===== config.mk =====
export PLATFORM = sky130hd
export DESIGN_NAME = poly_sched_ctrl
export DESIGN_NICKNAME = d
export VERILOG_FILES = /design/src/rtl/poly_sched_ctrl.sv
export SDC_FILE = /design/constraint.sdc
export NUM_CORES = 1
export LEC_CHECK = 0
export BUFFER_PORTS_ARGS = -buffer_cell sky130_fd_sc_hd__buf_2
export CAP_MARGIN = 20
export CELL_PAD_IN_SITES_DETAIL_PLACEMENT = 0
export CELL_PAD_IN_SITES_GLOBAL_PLACEMENT = 1
export CORE_ASPECT_RATIO = 0.7
export CORE_MARGIN = 2
export CORE_UTILIZATION = 46
export CTS_BUF_LIST = sky130_fd_sc_hd__clkbuf_2 sky130_fd_sc_hd__clkbuf_4 sky130_fd_sc_hd__clkbuf_8
export DETAILED_ROUTE_END_ITERATION = 7
export PLACE_DENSITY = 0.94
export REMOVE_ABC_BUFFERS = 1
export SETUP_SLACK_MARGIN = 0.5
export SLEW_MARGIN = 5
export SYNTH_ARGS = -nofsm -noshare
export SYNTH_HDL_FRONTEND = slang
export SYNTH_SLANG_ARGS = --single-unit

===== constraint.sdc =====
create_clock -name clk -period 6.6 [get_ports clk]
set_input_delay 0.66 -clock clk [delete_from_list [all_inputs] [get_ports clk]]
set_output_delay 0.66 -clock clk [all_outputs]
set_load 0.05 [all_outputs]

===== src/rtl/poly_sched_ctrl.sv =====
// Shared quadratic evaluator y = ((a*x)+b)*x + c in Horner form.
// Two round-robin arbitrated requesters share one add/mul ALU that runs one operation per cycle.
module poly_sched_ctrl #(
  parameter int W = 8
) (
  input  logic         clk,
  input  logic         resetn,
  input  logic         cfg_we,
  input  logic [1:0]   cfg_sel,
  input  logic [W-1:0] cfg_data,
  output logic         cfg_busy,
  input  logic [W-1:0] x0,
  input  logic         x0_valid,
  output logic         x0_ready,
  input  logic [W-1:0] x1,
  input  logic         x1_valid,
  output logic         x1_ready,
  output logic [W-1:0] y,
  output logic         y_id,
  output logic         y_valid,
  input  logic         y_ready,
  output logic         busy
);

  typedef enum logic [2:0] {
    IDLE = 3'd0,
    C0   = 3'd1,
    C1   = 3'd2,
    C2   = 3'd3,
    C3   = 3'd4,
    DONE = 3'd5
  } state_t;

  state_t         state;
  logic [W-1:0]   coef_a;
  logic [W-1:0]   coef_b;
  logic [W-1:0]   coef_c;
  logic [W-1:0]   t;
  logic [W-1:0]   x_lat;
  logic           id;
  logic           rr;

  logic           grant0;
  logic           grant1;
  logic           idle;
  logic [W-1:0]   op_l;
  logic [W-1:0]   op_r;
  logic           op_mul;
  logic [W-1:0]   alu;

  assign idle     = (state == IDLE);
  assign cfg_busy = ~idle;
  assign busy     = ~idle;

  // A lone requester always wins; on contention the round-robin pointer decides.
  assign grant0   = x0_valid & (~x1_valid | ~rr);
  assign grant1   = x1_valid & (~x0_valid |  rr);
  assign x0_ready = idle & grant0;
  assign x1_ready = idle & grant1;

  always_comb begin
    op_l   = '0;
    op_r   = '0;
    op_mul = 1'b0;
    case (state)
      C0: begin
        op_l   = coef_a;
        op_r   = x_lat;
        op_mul = 1'b1;
      end
      C1: begin
        op_l = t;
        op_r = coef_b;
      end
      C2: begin
        op_l   = t;
        op_r   = x_lat;
        op_mul = 1'b1;
      end
      C3: begin
        op_l = t;
        op_r = coef_c;
      end
      default: begin
        op_l   = '0;
        op_r   = '0;
        op_mul = 1'b0;
      end
    endcase
    // Results wrap modulo 2^W; the product is evaluated at W bits on purpose.
    alu = op_mul ? (op_l * op_r) : (op_l + op_r);
  end

  always_ff @(posedge clk) begin
    if (!resetn) begin
      state   <= IDLE;
      coef_a  <= '0;
      coef_b  <= '0;
      coef_c  <= '0;
      t       <= '0;
      x_lat   <= '0;
      id      <= 1'b0;
      rr      <= 1'b0;
      y       <= '0;
      y_id    <= 1'b0;
      y_valid <= 1'b0;
    end else begin
      case (state)
        IDLE: begin
          // Coefficient writes land before C0, so a same-cycle operand sees them.
          if (cfg_we) begin
            case (cfg_sel)
              2'd0:    coef_a <= cfg_data;
              2'd1:    coef_b <= cfg_data;
              2'd2:    coef_c <= cfg_data;
              default: ;
            endcase
          end
          if (x0_valid && x0_ready) begin
            x_lat <= x0;
            id    <= 1'b0;
            rr    <= 1'b1;
            state <= C0;
          end else if (x1_valid && x1_ready) begin
            x_lat <= x1;
            id    <= 1'b1;
            rr    <= 1'b0;
            state <= C0;
          end
        end
        C0: begin
          t     <= alu;
          state <= C1;
        end
        C1: begin
          t     <= alu;
          state <= C2;
        end
        C2: begin
          t     <= alu;
          state <= C3;
        end
        C3: begin
          y       <= alu;
          y_id    <= id;
          y_valid <= 1'b1;
          state   <= DONE;
        end
        DONE: begin
          if (y_valid && y_ready) begin
            y_valid <= 1'b0;
            state   <= IDLE;
          end
        end
        default: state <= IDLE;
      endcase
    end
  end

endmodule


==> summary.txt, run 1 <==
Worst setup path start: state[1]$_SDFFE_PN0P_
Average wire per standard cell: 15.74 microns
Total number of vias: 3008
Vias in the first global route: 2887
Max Cap Viol: 0
Final Max Tran Viols: 0
Post-synthesis cell type count: 48
Async SR Flop Fraction: 0%
CP required: 6.77 ns
Syn avg cell area: 8.686 sq um
Die width: 110.1 microns
Met3 wire length: 563 microns
Number of H-tree levels: 2
Skew final: 0.006507 ns
Routed Antenna Nets: 0
Total CTS buffers: 5
Worst VDD drop: 0.0001592 V
Reg-to-Reg End: t[7]$_SDFFE_PN0P_
Flops & latches, synth: 55
Total congestion overflow: 0
Full die area: 0.008612 sq mm
Yosys warnings: 0
Cell Pwr Density: 199.8 mW/mm^2
Filler cells: 718
Top-area cell type share of the netlist area: 30.40%
Hold Crit Class: flop to flop
Max clock buf depth: 2
Reg2reg start: state[1]$_SDFFE_PN0P_
Number of enable flip-flop cells after synthesis: 0
Worst-path clk slew: 0.09 ns
First-pass GRT wire length: 14580 microns
Residual DRC count: 0
# diodes: 0
Postcts setup bufs: 0
Sequential area share after synthesis: 30.40%
Initial antenna violation count: 0
Largest net degree at the start of global routing: 41
WL final: 8752 microns
CORE AREA: 0.007736 sq mm
Main synth FF type: dfxtp_1
Finished Core Util: 51.79%
Initial core utilization: 46.82%
Final TNS setup: 0 ns
Worst-Margin Slew: 1.062 ns
F_max: 0.1816 GHz
Initial DRC count: 209
Area leader, netlist: dfxtp_1
Arr. time, crit path: 5.67 ns
Setup slack, reg-to-reg: 1.09 ns
Clock Latency Late Sink: 0.32 ns
Number of clock sinks: 55
CTS resizes: 0
Met1 WL: 4599 microns
Final hold vios: 0
Top Metal Used: met4
Unrepaired setup endpoints after global routing: false
DPL Wire Length: 7050 microns
Std cell rows: 27
Period utilisation layout: 83.45%
Synth-to-Final Area Change: 10.60%
Placed cell area: 0.003919 sq mm
Total chip power: 0.8005 mW
Most frequent cells in the layout: 66 x nor2_1, 55 x dfxtp_1, 45 x buf_2
CTS tree: done
Setup crit end: t[7]$_SDFFE_PN0P_
Routed vias/inst: 5.410
CP Class: flop to flop
# IOs: 46
Post-route minimum period: 5.507 ns
Design Area, Final: 0.004006 sq mm
PortBufs: 45
Nature of the critical path endpoint: flop
Setup crit start kind: flop
Cts hold-fix bufs: 0
CP max FO: 17
Synth top area cells: dfxtp_1 30%, mux2i_1 8.3%, ha_1 7.9%
Max-slew headroom: 28.97%
P_leak: 1.911 nW
Wire length on met2: 3487 microns
Commonest non-fill, non-tap cell in the layout: nor2_1
GR Util All Layers: 22.19%
Final setup violation count: 0
DR pass1 iterations: 5
Final net count: 523
Share of layout cells above drive strength 1: 14.95%
Reg2Reg Depth: 17
Chip height: 78.25 microns
Outcome: finished, final reports clean
CTS Root Cell: clkbuf_8
GPL Wtd Cong: 0.9570
Gate count after technology mapping: 417
Synthesized cell area: 0.003622 sq mm
## per-layer routing
metal / track usage [%] / vias to the layer above
met2: 30.98 / 95
li1: - / 1476
met4: 5.443 / 0
met5: 0 / -
met1: 33.81 / 1425
met3: 5.316 / 12
## where the power goes
group          switching [mW]  total [mW]  internal, mW
clock                   0.106       0.188        0.0826
combinational           0.141       0.219        0.0778
sequential             0.0330       0.393         0.360
## logic make-up after synthesis
group | synth area share [%]
flip-flops | 30.40
AND/OR/NAND/NOR | 18.17
adder cells (fa/ha/maj) | 15.13
buffers and inverters | 6.597
multiplexers | 8.601
AO/OA/AOI/OAI | 15.13
XOR/XNOR | 5.976
## registers in the layout, indices dropped and copies added (netlist names)
| register | flops |
|---|---|
| coef_c | 8 |
| coef_a | 8 |
| coef_b | 8 |
| x_lat | 8 |
| y_id | 1 |
| y_valid | 1 |
| id | 1 |
| t | 8 |
| y | 8 |
| rr | 1 |
| state | 3 |
## critical path, stage by stage, from the launching register on
cell     delay [ns]
dfxtp_1        0.79
nor2b_2        0.35
a22oi_1        0.10
o21ai_0        0.61
nand2_1        0.14
fa_1           0.43
fa_1           0.54
inv_1          0.05
fa_1           0.47
inv_1          0.06
fa_1           0.54
inv_1          0.05
ha_1           0.31
a21oi_1        0.18
xnor2_1        0.18
xnor3_1        0.34
mux2i_1        0.14
a21oi_1        0.08
## layout make-up
class | instances | area, sq um | area share, %
clock buffers | 6 | 82.58 | 2.061
clock inverters | 1 | 5.005 | 0.1249
inverters | 39 | 146.4 | 3.654
multi-input cells | 304 | 2282 | 56.96
flip-flops and latches | 55 | 1101 | 27.48
well taps | 101 | 126.4 | 3.154
repair buffers | 50 | 262.8 | 6.558
## through the flow
stage	setup slack (ns)	cells	hold slack, ns
after CTS	1.164	556	0.4709
after global routing	0.8411	556	0.4925
after global placement	1.349	549	0.4487
after detailed placement	1.180	549	0.4577
final	1.093	556	0.4655
after floorplan	1.284	398	0.4317
## synthesized netlist by cell type (all sizes together) (2+ instances only)
cell type / instances
a21oi: 25
nor2: 66
nor3b: 2
and3b: 4
dfxtp: 55
nand3b: 4
inv: 38
nor3: 5
buf: 8
and2: 10
a22oi: 15
nor2b: 7
o21a: 2
a21o: 5
fa: 13
a211oi: 14
ha: 23
nand2: 35
o21ai: 9
a221oi: 2
xnor3: 3
xor2: 2
xnor2: 15
mux2i: 30
clkbuf: 11
## worst min-delay path by stage
stage / from / endpoint / slack, ns / depth (start not counted)
2_1_floorplan: x_lat[6]$_SDFFE_PN0P_ / x_lat[6]$_SDFFE_PN0P_ / 0.43 / 2
3_3_place_gp: x_lat[6]$_SDFFE_PN0P_ / x_lat[6]$_SDFFE_PN0P_ / 0.45 / 2
3_5_place_dp: x_lat[7]$_SDFFE_PN0P_ / x_lat[7]$_SDFFE_PN0P_ / 0.46 / 2
4_1_cts: x_lat[7]$_SDFFE_PN0P_ / x_lat[7]$_SDFFE_PN0P_ / 0.47 / 2
5_1_grt: x_lat[7]$_SDFFE_PN0P_ / x_lat[7]$_SDFFE_PN0P_ / 0.49 / 2
6_report: x_lat[7]$_SDFFE_PN0P_ / x_lat[7]$_SDFFE_PN0P_ / 0.47 / 2
(Power assumes the default switching activity.)
==> inputs of run 2 (changes only) <==
==> constraint.sdc (replaced) <==
create_clock -name clk -period 5.35 [get_ports clk]
set_input_delay 0.535 -clock clk [delete_from_list [all_inputs] [get_ports clk]]
set_output_delay 0.535 -clock clk [all_outputs]
set_load 0.05 [all_outputs]
==> summary.txt, run 2 (synthesis gave the netlist of run 1 again) <==
Outcome: finished, final reports clean
Full die area: 0.008612 sq mm
Synth-to-Final Area Change: 14.85%
F_max: 0.2134 GHz
Initial core utilization: 46.82%
Period utilisation layout: 87.59%
First-pass GRT wire length: 14460 microns
PortBufs: 45
Max clock buf depth: 2
DPL Wire Length: 7028 microns
Die width: 110.1 microns
Initial antenna violation count: 0
P_leak: 1.994 nW
Hold Crit Class: flop to flop
DR pass1 iterations: 5
Cts hold-fix bufs: 0
GR Util All Layers: 21.70%
Residual DRC count: 0
Largest net degree at the start of global routing: 50
Total number of vias: 3105
Total chip power: 1.003 mW
Final Max Tran Viols: 0
Skew final: 0.008638 ns
Std cell rows: 27
Setup WS post-layout: 0.6638 ns
Number of clock sinks: 55
# IOs: 46
Most frequent CP cell: fa_1
Initial DRC count: 292
Final setup violation count: 0
Fin Hold WS: 0.4592 ns
Slowest-stage cell, CP: fa_1
Worst VDD drop: 0.0001560 V
Final TNS setup: 0 ns
Max-slew headroom: 35.85%
DP Worst Slack: 0.2749 ns
Share of layout cells above drive strength 1: 20.00%
CP Class: flop to flop
Filler cells: 718
Post-route minimum period: 4.686 ns
Arr. time, crit path: 4.84 ns
Largest stage delay on the critical path: 0.52 ns
Number of H-tree levels: 2
CP max FO: 9
# diodes: 0
Average wire per standard cell: 15.58 microns
Most frequent cells in the layout: 66 x nor2_1, 52 x dfxtp_1, 45 x buf_2
Commonest non-fill, non-tap cell in the layout: nor2_1
Total CTS buffers: 5
Unrepaired setup endpoints after global routing: false
CP required: 5.51 ns
CORE AREA: 0.007736 sq mm
Routed vias/inst: 5.438
Cell chain of the critical path: buf_6 > and3b_2 > a221o_2 > ha_2 > fa_1 > fa_1 > ha_1 > inv_1 > fa_1 > inv_1 > ha_1 > a21o_1 > a21oi_2 > xnor2_2 > xnor3_1 > mux2i_1 > a21oi_1
WL final: 8897 microns
Final hold vios: 0
CTS Root Cell: clkbuf_8
Worst-Margin Slew: 0.9570 ns
CTS tree: done
Cell Pwr Density: 241.1 mW/mm^2
Finished Core Util: 53.78%
Total congestion overflow: 0
Nature of the critical path endpoint: flop
Max Cap Viol: 0
Clock Latency Late Sink: 0.31 ns
Vias in the first global route: 2863
Final net count: 538
Setup crit start kind: flop
Worst-path clk slew: 0.09 ns
GPL Wtd Cong: 0.9649
Chip height: 78.25 microns
Routed Antenna Nets: 0
[run 2: cell count changes in the layout (fill, tap and decap cells not counted), sizes merged]
cell and delta:
buf +14, clkbuf +1
[run 2: where the power goes]
group	switching, mW	internal, mW
Sequential	0.0311	0.445
Clock	0.127	0.102
Combinational	0.186	0.112
Total	0.344	0.659
[run 2: worst paths after layout]
check / startpoint / endpoint / slack [ns] / cells past startpoint
setup / recovery: state[2]$_SDFFE_PN0P_ / t[7]$_SDFFE_PN0P_ / 0.66 / 17
hold / removal: x_lat[6]$_SDFFE_PN0P_ / x_lat[6]$_SDFFE_PN0P_ / 0.46 / 2
setup reg to reg: state[2]$_SDFFE_PN0P_ / t[7]$_SDFFE_PN0P_ / 0.66 / 17
hold reg to reg: x_lat[6]$_SDFFE_PN0P_ / x_lat[6]$_SDFFE_PN0P_ / 0.46 / 2
[run 2: final cells by class]
cell class,instances,area [sq um],area share (%)
multi-input cells,304,2305,55.40
inverters,39,146.4,3.519
clock buffers,6,82.58,1.985
repair buffers,65,382.9,9.203
clock inverters,1,5.005,0.1203
flip-flops and latches,55,1112,26.74
well taps,101,126.4,3.038
[run 2: timing repair]
| item | CTS | global route |
|---|---|---|
| gates resized for setup | 4 | 14 |
| pin swaps | 1 | 4 |
| setup endpoints to repair | 1 | 3 |
| setup buffers | 2 | 5 |
[run 2: metal layers]
metal	wire, microns	up-vias	GRT usage (%)
met5	0	-	0
met1	4520	1472	34.47
met3	671	6	3.654
li1	-	1511	-
met2	3660	116	30.86
met4	45	0	3.165
[run 2: critical path, delay by kind of cell, from the launching register on]
| family | cells | cell delay [ns] |
|---|---|---|
| multiplexers | 1 | 0.15 |
| XOR/XNOR | 2 | 0.40 |
| flip-flops | 1 | 0.40 |
| buffers and inverters | 3 | 0.23 |
| AND/OR/NAND/NOR | 1 | 0.20 |
| AO/OA/AOI/OAI | 4 | 0.82 |
| adder cells (fa/ha/maj) | 6 | 2.32 |
[run 2: stage by stage]
step | instances | cell area [sq um]
final | 571 | 4160
after global routing | 571 | 4160
after CTS | 566 | 4088
after detailed placement | 557 | 3979
after global placement | 557 | 3979
after floorplan | 398 | 3530
==> inputs of run 3 (changes only) <==
--- a/config.mk
+++ b/config.mk
@@ -5,13 +5,14 @@
 export SDC_FILE = /design/constraint.sdc
 export NUM_CORES = 1
 export LEC_CHECK = 0
+export ABC_AREA = 1
 export BUFFER_PORTS_ARGS = -buffer_cell sky130_fd_sc_hd__buf_2
 export CAP_MARGIN = 20
 export CELL_PAD_IN_SITES_DETAIL_PLACEMENT = 0
 export CELL_PAD_IN_SITES_GLOBAL_PLACEMENT = 1
 export CORE_ASPECT_RATIO = 0.7
-export CORE_MARGIN = 2
-export CORE_UTILIZATION = 46
+export CORE_MARGIN = 4
+export CORE_UTILIZATION = 43
 export CTS_BUF_LIST = sky130_fd_sc_hd__clkbuf_2 sky130_fd_sc_hd__clkbuf_4 sky130_fd_sc_hd__clkbuf_8
 export DETAILED_ROUTE_END_ITERATION = 7
 export PLACE_DENSITY = 0.94
==> summary.txt, run 3 <==
Placed Instances: 692
Final net count: 694
Worst VDD drop: 0.0001824 V
Largest net degree at the start of global routing: 31
Hold Crit Class: flop to flop
Max Cap Viol: 0
Min-Delay Startpoint: coef_b[4]$_SDFFE_PN0P_
Skew final: 0.003659 ns
First-pass GRT wire length: 17140 microns
Std cell rows: 27
CP Class: flop to flop
DPL Wire Length: 8159 microns
WL final: 10560 microns
Full die area: 0.01013 sq mm
WHS Endpoint: coef_b[4]$_SDFFE_PN0P_
Flops & latches, synth: 55
Die width: 118.6 microns
Worst-path clk slew: 0.09 ns
F_max: 0.2172 GHz
Initial antenna violation count: 0
Main combinational cell family by area after synthesis: simple AND/OR/NAND/NOR gates
GPL Wtd Cong: 0.8897
Synth top area cells: dfxtp_1 30%, nand2_1 13%, nor2_1 11%
Synth-to-Final Area Change: 21.57%
Slowest-stage cell, CP: fa_1
Post-synthesis compound-gate area fraction: 12.64%
Number of clock sinks: 55
CP max FO: 7
Unrepaired setup endpoints after global routing: false
Share of layout cells above drive strength 1: 21.73%
Top-count cell post-synth: nand2_1
# IOs: 46
CTS Root Cell: clkbuf_8
Number of enable flip-flop cells after synthesis: 0
Final TNS setup: 0 ns
Largest stage delay on the critical path: 0.52 ns
Multiplexer area fraction after synthesis: 0%
Initial DRC count: 338
Simple-gate share of the synthesized area: 30.84%
Period utilisation layout: 86.05%
Syn avg cell area: 6.637 sq um
Chip height: 85.44 microns
# diodes: 0
Cts hold-fix bufs: 0
Reg2reg start: state[0]$_SDFFE_PN0P_
CTS tree: done
XOR/XNOR Fraction of Synth Area: 0.9511%
Worst-Margin Slew: 0.8245 ns
Initial core utilization: 45.43%
Top-area cell type share of the netlist area: 29.89%
Total CTS buffers: 5
DR pass1 iterations: 7
WHS Path Cells: 2
Final hold vios: 0
Average wire per standard cell: 14.52 microns
Max-slew headroom: 44.61%
Synthesized cell area: 0.003684 sq mm
Sequential area share after synthesis: 29.89%
Most frequent CP cell: inv_1
Post-synthesis cell type count: 32
Filler cells: 771
PortBufs: 45
Cell Pwr Density: 383.5 mW/mm^2
Final Max Tran Viols: 0
Residual DRC count: 0
Reg2Reg Depth: 28
Main synth FF type: dfxtp_1
Routed Antenna Nets: 0
Clock Latency Late Sink: 0.32 ns
Final setup violation count: 0
Routed vias/inst: 5.032
Most frequent cells in the layout: 113 x nand2_1, 104 x nor2_1, 78 x inv_1
GR Util All Layers: 21.19%
Post-Synth Adder-Cell Area: 14.88%
Reg-to-Reg End: t[7]$_SDFFE_PN0P_
Setup slack, reg-to-reg: 0.75 ns
Async SR Flop Fraction: 0%
Yosys warnings: 0
Post-route minimum period: 4.604 ns
Setup crit start kind: flop
Arr. time, crit path: 4.84 ns
CORE AREA: 0.008108 sq mm
Total congestion overflow: 0
Total number of vias: 3658
Commonest non-fill, non-tap cell in the layout: nand2_1
P_leak: 2.245 nW
Number of H-tree levels: 2
CP required: 5.58 ns
Vias in the first global route: 3352
Max clock buf depth: 2
Fin cells: 727
Most instantiated cells after synthesis: 127 x nand2_1, 108 x nor2_1, 83 x inv_1, 55 x dfxtp_1, 51 x o21ai_0
Outcome: finished, final reports clean
Area leader, netlist: dfxtp_1
Gate count after technology mapping: 555
Worst setup path start: state[0]$_SDFFE_PN0P_
Nature of the critical path endpoint: flop
==> run 3: area by class of cell <==
class                   count  area, sq um  share of cell area, %
well taps                 101        126.4                  2.822
repair buffers             77        469.2                  10.48
clock inverters             1        5.005                 0.1118
flip-flops and latches     55         1112                  24.84
clock buffers               6        82.58                  1.844
inverters                  87        331.6                  7.404
multi-input cells         400         2351                  52.50
==> run 3: routing by layer <==
layer	GRT usage (%)	up-vias	share of wire (%)
li1	-	1870	-
met1	33.79	1664	51
met2	29.48	117	41
met3	3.731	7	7.3
met4	3.785	0	0.68
met5	0	-	0
==> run 3: kinds of logic (layout without fill, tap and decap cells) <==
group / count (synthesis) / count (layout)
AO/OA/AOI/OAI: 85 / 85
XOR/XNOR: 4 / 4
adder cells (fa/ha/maj): 36 / 36
buffers and inverters: 100 / 171
flip-flops: 55 / 55
AND/OR/NAND/NOR: 275 / 275
==> run 3: through the flow <==
stage	cell area, sq um	hold slack [ns]	utilization, %	setup slack [ns]	power, mW
2_1_floorplan	3615	0.4294	-	0.5122	1.079
3_3_place_gp	3996	0.4425	49.29	0.2587	1.294
3_5_place_dp	3996	0.4471	49.29	0.1802	1.299
4_1_cts	4208	0.4608	51.90	0.5030	1.612
5_1_grt	4478	0.4674	55.23	0.4713	1.853
6_report	4478	0.4619	55.23	0.7461	1.717
==> run 3: worst max path at each step <==
stage,end,cells after the start
final,t[7]$_SDFFE_PN0P_,28
after global routing,t[7]$_SDFFE_PN0P_,30
after CTS,t[7]$_SDFFE_PN0P_,29
after detailed placement,t[7]$_SDFFE_PN0P_,28
after global placement,t[7]$_SDFFE_PN0P_,28
after floorplan,t[7]$_SDFFE_PN0P_,29
==> run 3: critical path: cells and delay by family, from the launching register on <==
kind	cells	cell delay [ns]
adders and majority gates	5	2.08
and+or+nand+nor	14	1.33
DFF	1	0.40
buffers and inverters	7	0.37
AOI/OAI and AO/OA	2	0.34
==> run 3: timing repair <==
item                       4_1_cts  5_1_grt
setup endpoints to repair        2        4
pin swaps                        7       24
setup buffers                   11       17
resized for setup               12       39
==> run 3: where the power goes <==
| part | internal, mW | total, mW | switching, mW |
|---|---|---|---|
| sequential | 0.504 | 0.581 | 0.0761 |
| combinational | 0.312 | 0.900 | 0.588 |
| clock | 0.102 | 0.237 | 0.135 |
| total | 0.919 | 1.72 | 0.798 |
